==> src/rtl/lcd_feeder_pkg.sv <==
// Shared definitions for the LCD SPI feeder: register map, STATUS layout, FSM states.
package lcd_feeder_pkg;

  localparam logic [1:0] REG_DATA   = 2'd0;
  localparam logic [1:0] REG_STATUS = 2'd1;
  localparam logic [1:0] REG_CTRL   = 2'd2;

  localparam int ST_BUSY  = 8;
  localparam int ST_CTS   = 9;
  localparam int ST_OVF   = 10;
  localparam int ST_FULL  = 11;
  localparam int ST_EMPTY = 12;

  localparam int CTRL_IRQ_EN = 8;

  typedef enum logic [2:0] {
    IDLE,
    SETUP,
    SHIFT_LO,
    SHIFT_HI,
    GAP,
    TRAIL
  } feeder_state_e;

  // A programmed divider of zero still has to give a one-clock half period.
  function automatic logic [7:0] eff_div(input logic [7:0] div);
    return (div == 8'd0) ? 8'd1 : div;
  endfunction

endpackage

==> src/rtl/lcd_spi_feeder_if.sv <==
// Wishbone slave bundle for the LCD SPI feeder; names follow the slave's view.
interface lcd_spi_feeder_if;
  logic        i_wb_cyc;
  logic        i_wb_stb;
  logic        i_wb_we;
  logic [3:0]  i_wb_sel;
  logic [31:0] i_wb_adr;
  logic [31:0] i_wb_dat;
  logic        o_wb_ack;
  logic [31:0] o_wb_dat;

  modport master (
    output i_wb_cyc, i_wb_stb, i_wb_we, i_wb_sel, i_wb_adr, i_wb_dat,
    input  o_wb_ack, o_wb_dat
  );

  modport slave (
    input  i_wb_cyc, i_wb_stb, i_wb_we, i_wb_sel, i_wb_adr, i_wb_dat,
    output o_wb_ack, o_wb_dat
  );
endinterface

==> src/rtl/lcd_feeder_fifo.sv <==
// Synchronous show-ahead FIFO; a push into a full FIFO is accepted only alongside a pop.
module lcd_feeder_fifo #(
  parameter int FIFO_DEPTH = 8,
  parameter int WIDTH      = 8
) (
  input  logic                        clk,
  input  logic                        reset,
  input  logic                        push,
  input  logic [WIDTH-1:0]            push_data,
  input  logic                        pop,
  output logic [WIDTH-1:0]            pop_data,
  output logic                        full,
  output logic                        empty,
  output logic [$clog2(FIFO_DEPTH):0] level
);

  localparam int AW = $clog2(FIFO_DEPTH);

  logic [WIDTH-1:0] mem [FIFO_DEPTH];
  logic [AW-1:0]    wr_ptr;
  logic [AW-1:0]    rd_ptr;
  logic [AW:0]      count;
  logic             do_push;
  logic             do_pop;

  assign do_pop  = pop & ~empty;
  assign do_push = push & (~full | do_pop);

  always_ff @(posedge clk) begin
    if (do_push) mem[wr_ptr] <= push_data;
  end

  always_ff @(posedge clk) begin
    if (reset) begin
      wr_ptr <= '0;
      rd_ptr <= '0;
      count  <= '0;
    end else begin
      if (do_push) wr_ptr <= wr_ptr + AW'(1);
      if (do_pop)  rd_ptr <= rd_ptr + AW'(1);
      case ({do_push, do_pop})
        2'b10:   count <= count + (AW+1)'(1);
        2'b01:   count <= count - (AW+1)'(1);
        default: ;
      endcase
    end
  end

  assign full     = (count == (AW+1)'(FIFO_DEPTH));
  assign empty    = (count == '0);
  assign level    = count;
  assign pop_data = mem[rd_ptr];

endmodule

==> src/rtl/lcd_spi_feeder.sv <==
// Wishbone-fed SPI mode-0 master that streams FIFO bytes into the memory-LCD driver,
// keeping one CS frame open while bytes keep arriving and pausing at byte gaps on CTS.
module lcd_spi_feeder
  import lcd_feeder_pkg::*;
#(
  parameter int FIFO_DEPTH = 8,
  parameter int DIV_RESET  = 4
) (
  input  logic               i_clk,
  input  logic               i_reset,
  lcd_spi_feeder_if.slave    wb,
  output logic               o_spi_mosi,
  output logic               o_spi_cs_n,
  output logic               o_spi_clk,
  input  logic               i_spi_cts,
  output logic               o_irq
);

  localparam int LW = $clog2(FIFO_DEPTH) + 1;

  logic          wb_req;
  logic [1:0]    reg_sel;
  logic          ack_q;
  logic [31:0]   rdat_q;
  logic [31:0]   rdata;
  logic [31:0]   status;
  logic          push_q;
  logic [7:0]    push_data_q;
  logic          ovf;
  logic          irq_en;
  logic [7:0]    div;
  logic          cts_meta;
  logic          cts_sync;
  logic          irq_q;

  logic          fifo_full;
  logic          fifo_empty;
  logic [LW-1:0] fifo_level;
  logic [7:0]    fifo_rd;

  feeder_state_e state;
  feeder_state_e state_next;
  logic [7:0]    cnt;
  logic [2:0]    bit_cnt;
  logic [7:0]    shreg;
  logic          cs_n_q;
  logic          sck_q;
  logic          pop;
  logic          reload;
  logic          cnt_dec;
  logic          shift_en;
  logic          half_done;
  logic          can_send;

  logic          unused_wb;
  assign unused_wb = ^{wb.i_wb_adr[31:4], wb.i_wb_adr[1:0], wb.i_wb_dat[31:11],
                       wb.i_wb_dat[9], wb.i_wb_sel[3:2]};

  assign wb_req  = wb.i_wb_cyc & wb.i_wb_stb & ~ack_q;
  assign reg_sel = wb.i_wb_adr[3:2];

  always_comb begin
    status           = '0;
    status[4:0]      = 5'(fifo_level);
    status[ST_BUSY]  = (state != IDLE);
    status[ST_CTS]   = cts_sync;
    status[ST_OVF]   = ovf;
    status[ST_FULL]  = fifo_full;
    status[ST_EMPTY] = fifo_empty;
  end

  always_comb begin
    rdata = '0;
    case (reg_sel)
      REG_STATUS: rdata = status;
      REG_CTRL:   rdata = {23'd0, irq_en, div};
      default:    rdata = '0;
    endcase
  end

  // DATA writes are pipelined one cycle into the FIFO so overflow is judged at the real push.
  always_ff @(posedge i_clk) begin
    if (i_reset) begin
      ack_q       <= 1'b0;
      rdat_q      <= '0;
      push_q      <= 1'b0;
      push_data_q <= '0;
      ovf         <= 1'b0;
      irq_en      <= 1'b0;
      div         <= 8'(DIV_RESET);
    end else begin
      ack_q  <= wb_req;
      push_q <= 1'b0;
      if (push_q && fifo_full && !pop) ovf <= 1'b1;
      if (wb_req) begin
        rdat_q <= rdata;
        if (wb.i_wb_we) begin
          case (reg_sel)
            REG_DATA: begin
              if (wb.i_wb_sel[0]) begin
                push_q      <= 1'b1;
                push_data_q <= wb.i_wb_dat[7:0];
              end
            end
            REG_STATUS: if (wb.i_wb_sel[1] && wb.i_wb_dat[ST_OVF]) ovf <= 1'b0;
            REG_CTRL: begin
              if (wb.i_wb_sel[0]) div    <= wb.i_wb_dat[7:0];
              if (wb.i_wb_sel[1]) irq_en <= wb.i_wb_dat[CTRL_IRQ_EN];
            end
            default: ;
          endcase
        end
      end
    end
  end

  assign wb.o_wb_ack = ack_q;
  assign wb.o_wb_dat = rdat_q;

  always_ff @(posedge i_clk) begin
    if (i_reset) begin
      cts_meta <= 1'b0;
      cts_sync <= 1'b0;
      irq_q    <= 1'b0;
    end else begin
      cts_meta <= i_spi_cts;
      cts_sync <= cts_meta;
      irq_q    <= irq_en & fifo_empty;
    end
  end

  lcd_feeder_fifo #(
    .FIFO_DEPTH(FIFO_DEPTH),
    .WIDTH     (8)
  ) u_fifo (
    .clk      (i_clk),
    .reset    (i_reset),
    .push     (push_q),
    .push_data(push_data_q),
    .pop      (pop),
    .pop_data (fifo_rd),
    .full     (fifo_full),
    .empty    (fifo_empty),
    .level    (fifo_level)
  );

  always_ff @(posedge i_clk) begin
    if (i_reset) state <= IDLE;
    else         state <= state_next;
  end

  // The GAP decision is also taken at the end of the last bit, so back-to-back bytes and
  // frame ends cost no dead cycle; GAP itself is only occupied while waiting for CTS.
  always_comb begin
    state_next = state;
    pop        = 1'b0;
    reload     = 1'b0;
    cnt_dec    = 1'b0;
    shift_en   = 1'b0;
    half_done  = (cnt == 8'd0);
    can_send   = ~fifo_empty & cts_sync;
    case (state)
      IDLE: begin
        if (!half_done) cnt_dec = 1'b1;
        else if (can_send) begin
          pop        = 1'b1;
          reload     = 1'b1;
          state_next = SETUP;
        end
      end
      SETUP, SHIFT_LO, TRAIL: begin
        if (!half_done) cnt_dec = 1'b1;
        else begin
          reload = 1'b1;
          case (state)
            SETUP:    state_next = SHIFT_LO;
            SHIFT_LO: state_next = SHIFT_HI;
            default:  state_next = IDLE;
          endcase
        end
      end
      SHIFT_HI: begin
        if (!half_done) cnt_dec = 1'b1;
        else begin
          shift_en = 1'b1;
          if (bit_cnt != 3'd7) begin
            reload     = 1'b1;
            state_next = SHIFT_LO;
          end else if (fifo_empty) begin
            reload     = 1'b1;
            state_next = TRAIL;
          end else if (cts_sync) begin
            pop        = 1'b1;
            reload     = 1'b1;
            state_next = SHIFT_LO;
          end else begin
            state_next = GAP;
          end
        end
      end
      GAP: begin
        if (fifo_empty) begin
          reload     = 1'b1;
          state_next = TRAIL;
        end else if (cts_sync) begin
          pop        = 1'b1;
          reload     = 1'b1;
          state_next = SHIFT_LO;
        end
      end
      default: state_next = IDLE;
    endcase
  end

  always_ff @(posedge i_clk) begin
    if (i_reset) begin
      cnt     <= '0;
      bit_cnt <= '0;
      shreg   <= '0;
      cs_n_q  <= 1'b1;
      sck_q   <= 1'b0;
    end else begin
      cs_n_q <= (state_next == IDLE);
      sck_q  <= (state_next == SHIFT_HI);
      if (reload)       cnt <= eff_div(div) - 8'd1;
      else if (cnt_dec) cnt <= cnt - 8'd1;
      if (pop) begin
        shreg   <= fifo_rd;
        bit_cnt <= '0;
      end else if (shift_en) begin
        shreg   <= {shreg[6:0], 1'b0};
        bit_cnt <= bit_cnt + 3'd1;
      end
    end
  end

  assign o_spi_mosi = shreg[7];
  assign o_spi_cs_n = cs_n_q;
  assign o_spi_clk  = sck_q;
  assign o_irq      = irq_q;

endmodule

==> src/flat_wrapper.sv <==
// flat-port wrapper written by rule: the top's interface ports become plain ports
module lcd_spi_feeder_flat import lcd_feeder_pkg::*;
#(
  parameter int FIFO_DEPTH = 8,
  parameter int DIV_RESET  = 4
)
  (i_clk, i_reset, o_spi_mosi, o_spi_cs_n, o_spi_clk, i_spi_cts, o_irq, wb_i_wb_cyc, wb_i_wb_stb, wb_i_wb_we, wb_i_wb_sel, wb_i_wb_adr, wb_i_wb_dat, wb_o_wb_ack, wb_o_wb_dat);
  lcd_spi_feeder_if wb_i ();
  input  logic i_clk;
  input  logic i_reset;
  output logic o_spi_mosi;
  output logic o_spi_cs_n;
  output logic o_spi_clk;
  input  logic i_spi_cts;
  output logic o_irq;
  input wire logic [$bits(wb_i.i_wb_cyc)-1:0] wb_i_wb_cyc;
  input wire logic [$bits(wb_i.i_wb_stb)-1:0] wb_i_wb_stb;
  input wire logic [$bits(wb_i.i_wb_we)-1:0] wb_i_wb_we;
  input wire logic [$bits(wb_i.i_wb_sel)-1:0] wb_i_wb_sel;
  input wire logic [$bits(wb_i.i_wb_adr)-1:0] wb_i_wb_adr;
  input wire logic [$bits(wb_i.i_wb_dat)-1:0] wb_i_wb_dat;
  output wire logic [$bits(wb_i.o_wb_ack)-1:0] wb_o_wb_ack;
  output wire logic [$bits(wb_i.o_wb_dat)-1:0] wb_o_wb_dat;
  assign wb_i.i_wb_cyc = wb_i_wb_cyc;
  assign wb_i.i_wb_stb = wb_i_wb_stb;
  assign wb_i.i_wb_we = wb_i_wb_we;
  assign wb_i.i_wb_sel = wb_i_wb_sel;
  assign wb_i.i_wb_adr = wb_i_wb_adr;
  assign wb_i.i_wb_dat = wb_i_wb_dat;
  assign wb_o_wb_ack = wb_i.o_wb_ack;
  assign wb_o_wb_dat = wb_i.o_wb_dat;
  lcd_spi_feeder #(.FIFO_DEPTH(FIFO_DEPTH), .DIV_RESET(DIV_RESET)) u_core (.i_clk(i_clk), .i_reset(i_reset), .wb(wb_i), .o_spi_mosi(o_spi_mosi), .o_spi_cs_n(o_spi_cs_n), .o_spi_clk(o_spi_clk), .i_spi_cts(i_spi_cts), .o_irq(o_irq));
endmodule
==> config.mk <==
export PLATFORM = sky130hd
export DESIGN_NAME = lcd_spi_feeder_flat
export DESIGN_NICKNAME = d
export VERILOG_FILES = /design/src/rtl/lcd_feeder_pkg.sv /design/src/rtl/lcd_spi_feeder_if.sv /design/src/rtl/lcd_feeder_fifo.sv /design/src/rtl/lcd_spi_feeder.sv /design/src/flat_wrapper.sv
export SDC_FILE = /design/constraint.sdc
export NUM_CORES = 1
export LEC_CHECK = 0
export CAP_MARGIN = 20
export CORE_MARGIN = 8
export CORE_UTILIZATION = 56
export CTS_CLUSTER_SIZE = 20
export DETAILED_ROUTE_END_ITERATION = 6
export PLACE_DENSITY = 0.92
export SLEW_MARGIN = 5
export SYNTH_ARGS = -nofsm -noshare
export SYNTH_HDL_FRONTEND = slang
export SYNTH_SLANG_ARGS = --single-unit
==> constraint.sdc <==
create_clock -name i_clk -period 6.8 [get_ports i_clk]
set_input_delay 1.36 -clock i_clk [delete_from_list [all_inputs] [get_ports i_clk]]
set_output_delay 1.36 -clock i_clk [all_outputs]
set_load 0.005 [all_outputs]
==> results of run 1 <==
layout make-up:
cell class | instances | area, µm²
multi-input cells | 334 | 2410
clock buffers | 18 | 418
flip-flops and latches | 137 | 3380
inverters | 10 | 37.5
clock inverters | 14 | 130
fillers | 723 | 3650
repair buffers | 47 | 453
well taps | 140 | 175
state kept, by name, summed over array words and instances (netlist names), 3 cells and up, named ones only:
register              flops
u_core.push_data_q        8
u_core.bit_cnt            3
u_core.state              3
u_core.wb.o_wb_dat       13
u_core.div                8
u_core.u_fifo.mem        64
u_core.u_fifo.rd_ptr      3
u_core.u_fifo.level       4
u_core.shreg              8
u_core.u_fifo.wr_ptr      3
u_core.cnt                8
cell families after synthesis:
family / Yosys count / synth area share (%)
buffers and inverters: 57 / 5.01
AO/OA/AOI/OAI: 81 / 9.85
AND/OR/NAND/NOR: 166 / 14.2
XOR/XNOR: 18 / 2.62
multiplexers: 39 / 9.83
adder cells (fa/ha/maj): 11 / 2.28
flip-flops: 137 / 56.2
other: 1 / 0.0623
stage by stage:
step / std cells / setup WS, ps / hold WS, ps
floorplan: 528 / 3940 / 414
global placement: 662 / 3250 / 420
detailed placement: 666 / 3050 / 440
CTS: 698 / 2970 / 457
global route: 700 / 2570 / 468
finish: 700 / 2820 / 459
metal layers:
metal	vias to the layer above	track usage [%]	part of all wire (%)
li1	1929	-	-
met1	2103	23.1	40
met2	215	32.9	50
met3	32	4.88	7.4
met4	0	9.76	2.8
met5	-	0	0
critical path: stages, from the launching register on:
cell,delay [ps]
dfxtp_1,420
o41ai_4,600
a21oi_1,150
nand2_1,490
inv_2,250
o21ai_1,520
ha_1,370
xor2_1,100
ha_1,190
a21oi_1,200
xor2_1,120
or3_1,320
a21oi_1,160
how the worst max path moves through the flow:
stage                                             start                                  end  slack, ps
floorplan           u_core.u_fifo.level[1]$_SDFFE_PP0P_           u_core.cnt[4]$_SDFFE_PP0P_       3940
global placement    u_core.u_fifo.level[0]$_SDFFE_PP0P_  u_core.u_fifo.level[2]$_SDFFE_PP0P_       3250
detailed placement  u_core.u_fifo.level[0]$_SDFFE_PP0P_  u_core.u_fifo.level[2]$_SDFFE_PP0P_       3050
CTS                 u_core.u_fifo.level[0]$_SDFFE_PP0P_  u_core.u_fifo.level[2]$_SDFFE_PP0P_       2970
global route        u_core.u_fifo.level[0]$_SDFFE_PP0P_  u_core.u_fifo.level[2]$_SDFFE_PP0P_       2570
finish              u_core.u_fifo.level[0]$_SDFFE_PP0P_  u_core.u_fifo.level[2]$_SDFFE_PP0P_       2820
power by group:
group / leakage [nW] / switching, mW / internal (mW)
clock network: 0.274 / 0.343 / 0.516
logic: 0.990 / 0.130 / 0.110
registers: 1.20 / 0.0310 / 0.878
cells in the final DEF, fill, tap and decap left out, types with 14 or more instances in the layout:
cell and instances:
mux2i_1 22, mux4_2 16, clkbuf_16 16, nand3_1 22, nand2_1 36, a21oi_1 22
nor2_1 42, nor3_1 14, dfxtp_1 73, clkdlybuf4s50_1 36, conb_1 19, edfxtp_1 64
==> results.json, run 1 <==
{
  "yosysMostFrequentCell": "dfxtp_1",
  "drt-total-wl_mm": 14.0,
  "drt_drc_violations_left": 0,
  "drive_above_1_share_pct": 14.3,
  "period_share_pct": 58.5,
  "yosysTopAreaCell": "edfxtp_1",
  "num-nets-final": 632,
  "cts_tree": "done",
  "power_mw": 2.01,
  "slew_viol_final": 0,
  "postCtsResizedCells": 0,
  "hp-class": "reg -> reg",
  "numCtsBuffers": 17,
  "synthFlopType": "dfxtp_1",
  "io_buffers": 37,
  "grt_use_total_pct": 19.6,
  "cp.required_ps": 7250,
  "syn2layout_area_growth_pct": 16.3,
  "r2r_slack_ps": 2820,
  "cts_sinks": 137,
  "maxCapViolations": 0,
  "grt-ovfl-total": 0,
  "setup_violations": 0,
  "dpl.hpwl_mm": 9.23,
  "drt_iter0_markers": 334,
  "synth_edf_count": 64,
  "row_count": 38,
  "die_y_um": 120,
  "ctsHtreeMaxLevel": 4,
  "tightest_slew_ps": 791,
  "io_pins": 111,
  "r2r_end": "u_core.u_fifo.level[2]$_SDFFE_PP0P_",
  "netlist_instances": 510,
  "worstHoldPathCells": 1,
  "start_util_pct": 56.6,
  "core_um2": 10700,
  "fin_tns_setup_ps": 0,
  "clk-insertion-delay-late_ps": 530,
  "die_w_um": 120,
  "vias_per_cell": 6.11,
  "cp-start-kind": "register",
  "cts_setup_buffers": 0,
  "worstHoldStart": "u_core.cts_meta$_SDFF_PP0_",
  "vdd_drop_max_v": 0.000222,
  "grt_pass1_wl_mm": 22.2,
  "grt_antenna_before_repair": 0,
  "synth_common_cells": "dfxtp_1 (73), edfxtp_1 (64), nor2_1 (42)",
  "synth_top_area_share_pct": 31.9,
  "outcome": "finished, final reports clean",
  "final_area_um2": 7000,
  "worstRegToRegCells": 12,
  "crit_fanout": 17,
  "cts_buffer_depth": 2,
  "hold_end": "u_core.cts_sync$_SDFF_PP0_",
  "grt_pass1_vias": 4358,
  "ctsHoldBuffers": 0,
  "reg2reg_from": "u_core.u_fifo.level[0]$_SDFFE_PP0P_",
  "worst_ep_arrival_time_ps": 4430,
  "synth_cell_types": 68,
  "critPathKind": "reg -> reg",
  "report.final.hold_viol_count": 0,
  "ys_ff_latch": 137,
  "dr_total_vias": 4279,
  "p_per_area_nw_per_um2": 287,
  "period_needed_ps": 3980,
  "clk_pin_slew_ps": 60,
  "dieArea_um2": 14300,
  "placed_area_um2": 6420,
  "wire_per_inst_um": 20.0,
  "endpoint_kind": "register",
  "grt_start_max_net_pins": 65,
  "yosysSeqAreaShare_pct": 56.2,
  "antenna_cells": 0,
  "slew-limit-headroom_pct": 47.1,
  "synth_area_leaders": "edfxtp_1 (32%), dfxtp_1 (24%), mux4_2 (6.0%), mux2i_1 (3.7%), nor2_1 (2.6%)",
  "gp_congestion": 0.804,
  "fin_skew_ps": 7.84,
  "first_pass_iters": 5,
  "ys_warn_count": 0,
  "clock.fmax_mhz": 251,
  "rsz0062_at_grt": "false",
  "postSynth.asyncResetShare_pct": 0,
  "utilization_pct": 65.8,
  "avgSynthCellArea_um2": 11.8,
  "syn-cell-area_um2": 6020,
  "ant_nets": 0,
  "p_leak_nw": 2.46,
  "root_buffer": "clkbuf_8"
}
Note: power is estimated with default switching activity, not from simulation.
==> inputs of run 2 (changes only) <==
--- a/config.mk
+++ b/config.mk
@@ -7,10 +7,10 @@
 export LEC_CHECK = 0
 export CAP_MARGIN = 20
 export CORE_MARGIN = 8
-export CORE_UTILIZATION = 56
+export CORE_UTILIZATION = 47
 export CTS_CLUSTER_SIZE = 20
 export DETAILED_ROUTE_END_ITERATION = 6
-export PLACE_DENSITY = 0.92
+export PLACE_DENSITY = 0.83
 export SLEW_MARGIN = 5
 export SYNTH_ARGS = -nofsm -noshare
 export SYNTH_HDL_FRONTEND = slang
==> constraint.sdc (replaced) <==
create_clock -name i_clk -period 3.3 [get_ports i_clk]
set_input_delay 0.66 -clock i_clk [delete_from_list [all_inputs] [get_ports i_clk]]
set_output_delay 0.66 -clock i_clk [all_outputs]
set_load 0.005 [all_outputs]
==> results.json, run 2 (same netlist as run 1, synthesis figures left out) <==
{
  "hp-class": "reg -> reg",
  "ctsHoldBuffers": 0,
  "drt-total-wl_mm": 13.0,
  "cts_sinks": 137,
  "tightest_slew_ps": 756,
  "rsz0062_at_grt": "false",
  "ant_nets": 0,
  "drt_iter0_markers": 264,
  "fin_skew_ps": 9.09,
  "worst_ep_arrival_time_ps": 3420,
  "top_register": "u_core.u_fifo.mem",
  "grt_use_total_pct": 16.1,
  "slew_viol_final": 0,
  "first_pass_iters": 5,
  "endpoint_kind": "register",
  "drt_drc_violations_left": 0,
  "period_share_pct": 93.8,
  "hold_end": "u_core.cts_sync$_SDFF_PP0_",
  "grt-ovfl-total": 0,
  "clock.fmax_mhz": 323,
  "p_per_area_nw_per_um2": 577,
  "cts_tree": "done",
  "worstHoldPathCells": 1,
  "outcome": "finished, final reports clean",
  "final_cell_mix": "dfxtp_1 (72), edfxtp_1 (64), nor2_1 (42)",
  "reg2reg_from": "u_core.cnt[2]$_SDFFE_PP0P_",
  "cts_buffer_depth": 2,
  "die_y_um": 129,
  "start_util_pct": 47.9,
  "placed_cells_incl_taps": 712,
  "setup_violations": 0,
  "maxCapViolations": 0,
  "period_needed_ps": 3090,
  "crit_fanout": 8,
  "r2r_end": "u_core.cnt[4]$_SDFFE_PP0P_",
  "final_common_cell": "dfxtp_1",
  "die_w_um": 129,
  "core_um2": 12600,
  "wire_per_inst_um": 17.5,
  "dr_total_vias": 4189,
  "syn2layout_area_growth_pct": 18.4,
  "root_buffer": "clkbuf_16",
  "grt_antenna_before_repair": 0,
  "grt_pass1_vias": 4084,
  "stdcell_count": 744,
  "ctsHtreeMaxLevel": 4,
  "worstRegToRegCells": 10,
  "fin_tns_setup_ps": 0,
  "clk-insertion-delay-late_ps": 410,
  "report.final.hold_viol_count": 0,
  "postCtsResizedCells": 0,
  "row_count": 41,
  "numCtsBuffers": 17,
  "io_pins": 111,
  "fill_cells": 972,
  "dpl.hpwl_mm": 9.04,
  "r2r_slack_ps": 210,
  "largest_reg_flops": 64,
  "io_buffers": 37,
  "cp-start-kind": "register",
  "drive_above_1_share_pct": 16.6,
  "slew-limit-headroom_pct": 49.5,
  "clk_pin_slew_ps": 60,
  "gp_congestion": 0.842,
  "antenna_cells": 0,
  "cts_setup_buffers": 0,
  "p_leak_nw": 2.51,
  "critPathKind": "reg -> reg",
  "cp.required_ps": 3620,
  "worstHoldStart": "u_core.cts_meta$_SDFF_PP0_",
  "dieArea_um2": 16700,
  "num-nets-final": 644,
  "vdd_drop_max_v": 0.000298,
  "grt_start_max_net_pins": 37,
  "vias_per_cell": 5.63,
  "grt_pass1_wl_mm": 20.7
}
[run 2: cell count changes in the layout (fill, tap and decap cells not counted), sizes merged]
cell,change
buf,+13
bufinv,-1
clkinv,-1
clkinvlp,+3
inv,-2
[run 2: final cells by class]
| cell class | count | area (µm²) | area share [%] |
|---|---|---|---|
| sequential | 137 | 3380 | 47.5 |
| multi-input combinational | 334 | 2420 | 33.9 |
| timing repair buffer | 59 | 531 | 7.44 |
| clock buffer | 19 | 443 | 6.21 |
| tap | 172 | 215 | 3.02 |
| clock inverter | 13 | 105 | 1.47 |
| inverter | 10 | 37.5 | 0.526 |
[run 2: power breakdown]
part | internal [mW] | switching, mW
logic | 0.252 | 0.260
clock network | 1.04 | 0.684
registers | 1.81 | 0.0620
[run 2: stage by stage]
step           total power [mW]  hold WS (ps)  worst slack (ps)  utilization, %  instance area [µm²]
4_1_cts                    4.13           445               156            56.7                 7120
5_1_grt                    4.26           461              43.3            56.7                 7130
6_report                   4.11           442               206            56.7                 7130
2_1_floorplan              2.30           414               436               -                 6090
3_5_place_dp               2.41           428               148            52.3                 6570
3_3_place_gp               2.39           426               278            52.3                 6570
[run 2: critical path: stages (launching register included)]
cell and delay (ps):
dfxtp_1 370, or4_4 590, nor2_1 180, and4_1 310
nor2_4 100, mux2i_1 200, ha_1 270, inv_1 100
or4_1 490, xor2_1 160, a211oi_1 210
[run 2: how the worst max path moves through the flow]
stage	from	endpoint	slack, ps	cells past startpoint
global placement	u_core.u_fifo.level[1]$_SDFFE_PP0P_	u_core.cnt[4]$_SDFFE_PP0P_	280	10
global route	u_core.cnt[2]$_SDFFE_PP0P_	u_core.cnt[4]$_SDFFE_PP0P_	40	10
floorplan	u_core.u_fifo.level[1]$_SDFFE_PP0P_	u_core.cnt[4]$_SDFFE_PP0P_	440	11
finish	u_core.cnt[2]$_SDFFE_PP0P_	u_core.cnt[4]$_SDFFE_PP0P_	210	10
CTS	u_core.u_fifo.level[1]$_SDFFE_PP0P_	u_core.cnt[4]$_SDFFE_PP0P_	160	10
detailed placement	u_core.u_fifo.level[1]$_SDFFE_PP0P_	u_core.cnt[4]$_SDFFE_PP0P_	150	10
[run 2: routing by layer]
| layer | vias up | GRT usage (%) | share of wire (%) |
|---|---|---|---|
| met5 | - | 0 | 0 |
| met4 | 0 | 6.43 | 1.7 |
| met1 | 2057 | 19.0 | 41 |
| met2 | 152 | 27.8 | 51 |
| met3 | 21 | 3.90 | 6.3 |
| li1 | 1959 | - | - |
==> inputs of run 3 (changes only) <==
--- a/config.mk
+++ b/config.mk
@@ -11,7 +11,7 @@
 export CTS_CLUSTER_SIZE = 20
 export DETAILED_ROUTE_END_ITERATION = 6
 export PLACE_DENSITY = 0.83
-export SLEW_MARGIN = 5
+export SLEW_MARGIN = 10
 export SYNTH_ARGS = -nofsm -noshare
 export SYNTH_HDL_FRONTEND = slang
 export SYNTH_SLANG_ARGS = --single-unit
==> results of run 3 <==
The final DEF is identical to that of run 2; final timing and power are the same.
